--- src/rtl/hwpe_stream_fifo_wm.sv ---
// hwpe_stream_fifo_wm: circular-buffer stream FIFO with byte strobes,
// occupancy count, almost-full/almost-empty watermarks and optional fall-through.
module hwpe_stream_fifo_wm #(
    parameter int unsigned DATA_WIDTH   = 32,
    parameter int unsigned FIFO_DEPTH   = 8,
    parameter int unsigned FALL_THROUGH = 0,
    localparam int unsigned CW          = $clog2(FIFO_DEPTH) + 1
) (
    input  logic                    clk_i,
    input  logic                    rst_ni,
    input  logic                    clear_i,
    input  logic                    push_valid_i,
    input  logic [DATA_WIDTH-1:0]   push_data_i,
    input  logic [DATA_WIDTH/8-1:0] push_strb_i,
    output logic                    push_ready_o,
    input  logic                    pop_ready_i,
    output logic                    pop_valid_o,
    output logic [DATA_WIDTH-1:0]   pop_data_o,
    output logic [DATA_WIDTH/8-1:0] pop_strb_o,
    input  logic [CW-1:0]           af_thr_i,
    input  logic [CW-1:0]           ae_thr_i,
    output logic [CW-1:0]           count_o,
    output logic                    empty_o,
    output logic                    full_o,
    output logic                    almost_full_o,
    output logic                    almost_empty_o
);

    localparam int unsigned AW = $clog2(FIFO_DEPTH);
    localparam int unsigned SW = DATA_WIDTH / 8;
    localparam int unsigned EW = DATA_WIDTH + SW;

    logic [EW-1:0] mem [FIFO_DEPTH];
    logic [AW-1:0] wr_ptr;
    logic [AW-1:0] rd_ptr;
    logic [CW-1:0] count;

    logic bypass;
    logic push_fire;
    logic pop_fire;
    logic do_write;
    logic do_read;

    // Status flags come straight from the registered occupancy count.
    assign count_o        = count;
    assign empty_o        = (count == '0);
    assign full_o         = (count == CW'(FIFO_DEPTH));
    assign almost_full_o  = (count >= af_thr_i);
    assign almost_empty_o = (count <= ae_thr_i);

    // Ready never looks at pop_ready_i; during a flush the FIFO is about to be empty.
    assign push_ready_o = ~full_o | clear_i;

    // Fall-through only applies while nothing is stored.
    assign bypass = (FALL_THROUGH != 0) && empty_o;

    // Downstream view: the head entry, or the incoming word when bypassing.
    always_comb begin
        pop_valid_o              = ~empty_o;
        {pop_strb_o, pop_data_o} = mem[rd_ptr];
        if (bypass) begin
            pop_valid_o = push_valid_i;
            pop_strb_o  = push_strb_i;
            pop_data_o  = push_data_i;
        end
    end

    // A bypassed word consumed in the same cycle never touches storage.
    assign push_fire = push_valid_i & push_ready_o;
    assign pop_fire  = pop_valid_o & pop_ready_i;
    assign do_write  = push_fire & ~clear_i & ~(bypass & pop_fire);
    assign do_read   = pop_fire & ~clear_i & ~bypass;

    // Pointer and occupancy bookkeeping; pointers wrap naturally at FIFO_DEPTH.
    always_ff @(posedge clk_i or negedge rst_ni) begin
        if (!rst_ni) begin
            wr_ptr <= '0;
            rd_ptr <= '0;
            count  <= '0;
        end else if (clear_i) begin
            wr_ptr <= '0;
            rd_ptr <= '0;
            count  <= '0;
        end else begin
            if (do_write) begin
                wr_ptr <= wr_ptr + AW'(1);
            end
            if (do_read) begin
                rd_ptr <= rd_ptr + AW'(1);
            end
            if (do_write && !do_read) begin
                count <= count + CW'(1);
            end else if (do_read && !do_write) begin
                count <= count - CW'(1);
            end
        end
    end

    // Storage array is deliberately left unreset; contents are don't-care when empty.
    always_ff @(posedge clk_i) begin
        if (do_write) begin
            mem[wr_ptr] <= {push_strb_i, push_data_i};
        end
    end

endmodule

--- config.mk ---
export PLATFORM = sky130hd
export DESIGN_NAME = hwpe_stream_fifo_wm
export DESIGN_NICKNAME = d
export VERILOG_FILES = /design/src/rtl/hwpe_stream_fifo_wm.sv
export SDC_FILE = /design/constraint.sdc
export NUM_CORES = 1
export LEC_CHECK = 0
export BUFFER_PORTS_ARGS = -buffer_cell sky130_fd_sc_hd__buf_2
export CAP_MARGIN = 20
export CORE_MARGIN = 2
export CORE_UTILIZATION = 30
export CTS_CLUSTER_SIZE = 30
export DETAILED_ROUTE_END_ITERATION = 8
export GPL_TIMING_DRIVEN = 0
export PLACE_DENSITY = 0.5
export RECOVER_POWER = 25
export SETUP_SLACK_MARGIN = 0.3
export SYNTH_ARGS = -nofsm -noshare
export SYNTH_HDL_FRONTEND = slang
export SYNTH_SLANG_ARGS = --single-unit
--- constraint.sdc ---
create_clock -name clk_i -period 4.75 [get_ports clk_i]
set_input_delay 0.95 -clock clk_i [delete_from_list [all_inputs] [get_ports clk_i]]
set_output_delay 0.95 -clock clk_i [all_outputs]
set_load 0.05 [all_outputs]
; Word-level counts from Yosys, hierarchy flattened
; Memory sizes are Yosys's and may differ from the RTL's.
; Index checks and enable logic that the tools add are counted.
[word_totals]
ff_bits = 10
mem_bits_rw = 288
out_inout_bits = 46
memories = 1
[mem_list]
columns = name, depth, word_bits, rd, rd_clocked_by_memory_dff, write_ports, line_no
row1 = mem, 8, 36, 1, 0, 1, 33  ; logic [EW-1:0] mem [FIFO_DEPTH];
[classes]
add_sub_neg = 4
n_lt_le_gt_ge = 2
eq_ne = 1
mux = 9
bitwise_logic = 8
n_reduce_logical = 8
[ops]
columns = op, n
row1 = 3-bit two-way mux, 4
row2 = 4-bit two-way mux, 3
row3 = "3-bit by 1-bit adder with 3-bit output, second input constant", 2
row4 = "4-bit by 1-bit adder with 4-bit output, second input constant", 1
row5 = 1-bit AND, 4
row6 = "4-bit equality test, second input constant", 1
row7 = 4-bit >= comparator, 1
row8 = 4-bit <= comparator, 1
row9 = 4-bit logical NOT, 1
row10 = 2-bit nonzero test, 2
row11 = "4-bit by 1-bit subtractor with 4-bit output, second input constant", 1
row12 = 1-bit inverter, 3
row13 = 3-bit nonzero test, 1
row14 = 1-bit logical AND, 2
row15 = 1-bit logical NOT, 2
row16 = 1-bit two-way mux, 2
row17 = 1-bit bitwise OR, 1

; Depth between registers and ports, before layout
[depth]
word_depth = 10
mapped_depth = 10
depth_no_buf = 9

; Least setup slack after synthesis
; OpenSTA, ideal clock, no wires.
[synth_path]
path_type = in2reg
start = input port push_valid_i
end = memory mem[1][0] in the netlist's numbering, enable pin
arrival_time_ns = 4.147
path_slack_ns = 0.129
path_stages = 5
path_cell_list = clkbuf_2 inv_1 nor3b_1 nand2_1 nor3_1
[synth_between]
elab_chain_len = 4
[synth_lines]
columns = item, line_no
row1 = from (decl), 12  ; input logic push_valid_i,
row2 = 1-bit AND, 69  ; assign push_fire = push_valid_i & push_ready_o;
row3 = 1-bit AND, 71  ; assign do_write = push_fire & ~clear_i & ~(bypass & pop_fire);
row4 = 1-bit two-way mux, 101  ; if (do_write) begin
row5 = 1-bit two-way mux (implied by the code), 102  ; mem[wr_ptr] <= {push_strb_i, push_data_i};
row6 = to (decl), 33
; Every way passes these cells.

; Worst setup path in the final report
[layout_path]
start = register rd_ptr[1]
end = output port pop_data_o[7]
[layout_between]
elab_chain_len = 1
[layout_lines]
columns = item, line_no
row1 = from (decl), 35  ; logic [AW-1:0] rd_ptr;
row2 = from (signal assigned), 89  ; rd_ptr <= rd_ptr + AW'(1);
row3 = memory read 8 x 36 bit, -
row4 = to (decl), 18  ; output logic [DATA_WIDTH-1:0] pop_data_o,
; Every way passes these cells.

==> results summary <==
Total power for the finished layout comes to 7.66 mW. The minimum setup slack in the final design came out at around 1.0 ns. The final weighted congestion in routability-driven placement is 0.714. The worst hold path belongs to the class in2async. The post-route fraction of the period consumed by the critical path is between 70% and 80%. At the placement stage, the worst setup path has a slack of around 1.3 ns. The synthesized cell area came out at 11800 um^2. The number of antenna violations at the first check in global routing is 2.

The number of hold-repair buffers added at the cts stage is 0. The number of design rule violations left after detail routing is 0. The post-layout net count is a little over 700.

In this run the post-CTS setup repair buffer count came out at 0. The worst path arrival time came out at roughly 2.8 ns. The leading register cell type out of synthesis is edfxtp_1.

The startpoint class of the critical path is a register. During synthesis, Yosys emitted a total of 0 warnings. The area of the multi-input gates is 2730 um^2. The delay of the slowest critical-path stage came out at roughly 0.66 ns. The placeable core region is a little under 40000 um^2. Headroom to the max-slew limit came out at 42.4%. The global-route wire length before repair is ~38000 um. For the worst flop-to-flop path, the logic depth is 6. Ranked by total cell area, the synthesized netlist is headed by edfxtp_1 73%, mux4_2 14%, mux2_2 3.4%. The area share of the largest cell type after synthesis is 73.4%. Setup violations remaining at the end of the flow were counted as 0.

After filler insertion, the fill cell instance count of the layout stands at 3567. The number of standard cells in the final layout excluding fillers is between 1000 and 1500. The slew at the pin closest to its max-slew limit came out at 0.863 ns. The total of cells resized after clock tree synthesis came out at 0. Cells with a size suffix above 1 make up a little under two fifths of the layout. The basic-gate share of the synthesized area counting and, or, nand and nor cells came out at between 1.5 and 2%. On the critical path, the stage with the largest delay is an instance of buf_1. After detailed routing, the average wire length per cell comes to 21.1 um. The total wirelength of the detailed-routed design is 25500 um. The global-route usage over all layers came out at 12.5%. The count of port buffers added during placement is 91. In the final timing run, aggregate negative setup slack is 0 ns. The hold violation count in the final report was 0. Synthesis handed over a netlist of 529 instances. The final critical path time including I/O delays and setup came out at 3.71 ns. Power spread over the standard cell area amounts to 540 nW/um^2. The netlist uses 42 different library cells.

The number of storage elements in the synthesis netlist came out at 298. The leakage power of the design came out at 4.57 nW. The mean instance size in the synthesized netlist came out at 22.3 um^2.

The final global-route overflow total came out at 0. The remaining number of nets flagged by the antenna check after routing came out at 0. The maximum operating frequency is 270 MHz. The total of max-cap violations is 0. The routed via count is around 5600. The die outline area is 40900 um^2. Sequential cells were found to cover 75.5% of the synthesized design area.

The setup skew after layout is 0.00585 ns. The clock sink total is about 300. The number of nets in the synthesized netlist is 591. The count of pins over their slew limit is 0. The via count of the first global-routing pass is around 6100. The first TritonRoute pass finished after 5 iterations. The fraction of registers with async set or reset after synthesis is 3.36%. The maximum clock insertion buffer count is 3. The H-tree depth is 1. The number of enable-type register cells in the synthesized netlist came out at between 200 and 300.

The synthesized netlist devotes 1.40% of its cell area to compound gates. STA classifies the critical path endpoint as a primary output. The setup slack on the worst flop-to-flop path came out at 1.77 ns.

Setup repair after global routing left no endpoint under its margin. The synthesized-area fraction occupied by xor and xnor cells came out at less than 1%. The worst setup path is of the reg2out kind.

The area occupied by registers is 8900 um^2. The signal on the critical path passes through buf_2 -> buf_1 -> mux4_2 -> mux2_2 -> buf_2. After the first detailed-routing iteration, the DRC count stood at 217.

The share of synthesized cell area in full adder, half adder and majority cells came out at 1.44%. The flow ran to the end, and the final reports show no timing, DRC or antenna violations. After synthesis, the share of cell area in mux cells is 17.5%.

The placed instance count is 1150. The floorplan die height came out at 202 um. Clock tree synthesis selected as its root buffer the cell clkbuf_16. The maximum resistive drop on vdd is 0.000314 V.

The clock buffer count from CTS is 31. The clock slew at the register clock pins of the worst setup and hold paths came out at 0.06 ns. The most frequent cell on the critical path is buf_2. The total number of placement rows came out at 72. By area, the combinational part of the netlist is dominated by multiplexers. The area added between synthesis and finish came out at 20.5%. edfxtp_1 takes more of the synthesized area than any other cell. The I/O pin count came out at 95. TritonCTS built the clock tree. The pin count of the biggest net entering global routing came out at 21. The floorplan die width came out at 202 um.

The later pin in the worst-skew pair is clocked with a latency of approximately 0.55 ns. In the routed layout, each cell is associated on average with a via count of 4.65. In this run the worst path has a maximum fanout of 10. The half-perimeter wire length of the detailed placement result is approximately 16000 um. The data required time at the worst endpoint came out at 3.80 ns. The starting utilization of the core area came out at 30.4%.
-- cell type report --
type | instances | area share (%)
Timing Repair Buffer | 103 | 4.76
Sequential cell | 298 | 62.7
Clock inverter | 24 | 1.67
Clock buffer | 33 | 5.52
Inverter | 13 | 0.344
Multi-Input combinational cell | 192 | 19.3
Tap cell | 518 | 4.57
Antenna cell | 1 | 0.0176
Buffer | 26 | 1.17
-- layout by cell type (no fill, tap or decap), drive strengths merged, types with 2 or more instances in the layout --
| master | n |
|---|---|
| mux2 | 36 |
| xor2 | 4 |
| o211ai | 2 |
| clkinv | 17 |
| a21o | 3 |
| a211oi | 2 |
| edfxtp | 288 |
| dfrtp | 10 |
| xnor2 | 2 |
| nand2 | 6 |
| buf | 97 |
| ha | 12 |
| bufinv | 5 |
| inv | 14 |
| o21ai | 3 |
| nor3 | 6 |
| o21a | 3 |
| clkbuf | 65 |
| nor2 | 14 |
| nand2b | 5 |
| nand4b | 2 |
| mux4 | 72 |
| mux2i | 4 |
| nand3 | 2 |
-- synthesized netlist by cell type (5+ instances only) --
master	instances
edfxtp_1	288
dfrtp_1	10
clkbuf_1	6
mux4_2	72
nor3_1	6
ha_1	12
buf_1	7
nand2_1	6
inv_1	13
nand2b_1	5
buf_6	8
nor2_1	14
mux2_2	36
-- state kept, by name (all words and copies together) (netlist names) --
name     cells
count_o      4
rd_ptr       3
wr_ptr       3
mem        288
-- report_power, final --
part / internal, mW / switching, mW
Clock: 1.45 / 0.947
Sequential: 2.97 / 0.0562
Combinational: 0.854 / 1.38
Total: 5.28 / 2.38
-- through the flow --
step / area [um^2] / utilization, % / hold WS (ns)
global placement: 12900 / 33.3 / 0.561
detailed placement: 13200 / 34.1 / 0.591
floorplan: 11800 / - / 0.544
finish: 14200 / 36.6 / 0.390
CTS: 14200 / 36.7 / 0.250
global route: 14200 / 36.6 / 0.438
-- metal layers --
layer / track usage, % / share of wire (%) / up-vias
met4: 2.82 / 2.1 / 2
met5: 0 / 0.039 / -
met1: 16.0 / 41 / 2935
met2: 21.8 / 51 / 156
li1: - / - / 2484
met3: 2.71 / 6.0 / 42
-- kinds of logic after synthesis --
logic type | count (synthesis)
XOR/XNOR | 6
AO/OA/AOI/OAI | 20
adder cells (fa/ha/maj) | 13
AND/OR/NAND/NOR | 41
buffers and inverters | 39
multiplexers | 112
flip-flops | 298
-- path summary, 6_finish.rpt --
check / start / end
hold / removal: rst_ni / count_o[0]
max in group asynchronous: rst_ni / rd_ptr[0]
min in group clk_i: wr_ptr[0] / wr_ptr[0]
hold reg to reg: wr_ptr[0] / wr_ptr[0]
setup reg to reg: count_o[3] / mem[4][17]
setup / recovery: rd_ptr[1] / pop_data_o[7]
-- critical path: cells and delay by family (launching register included) --
kind     cells  cell delay (ns)
buf+inv      3             1.14
flops        1             0.35
mux          2             0.72
Power figures use the tool's default switching activity.
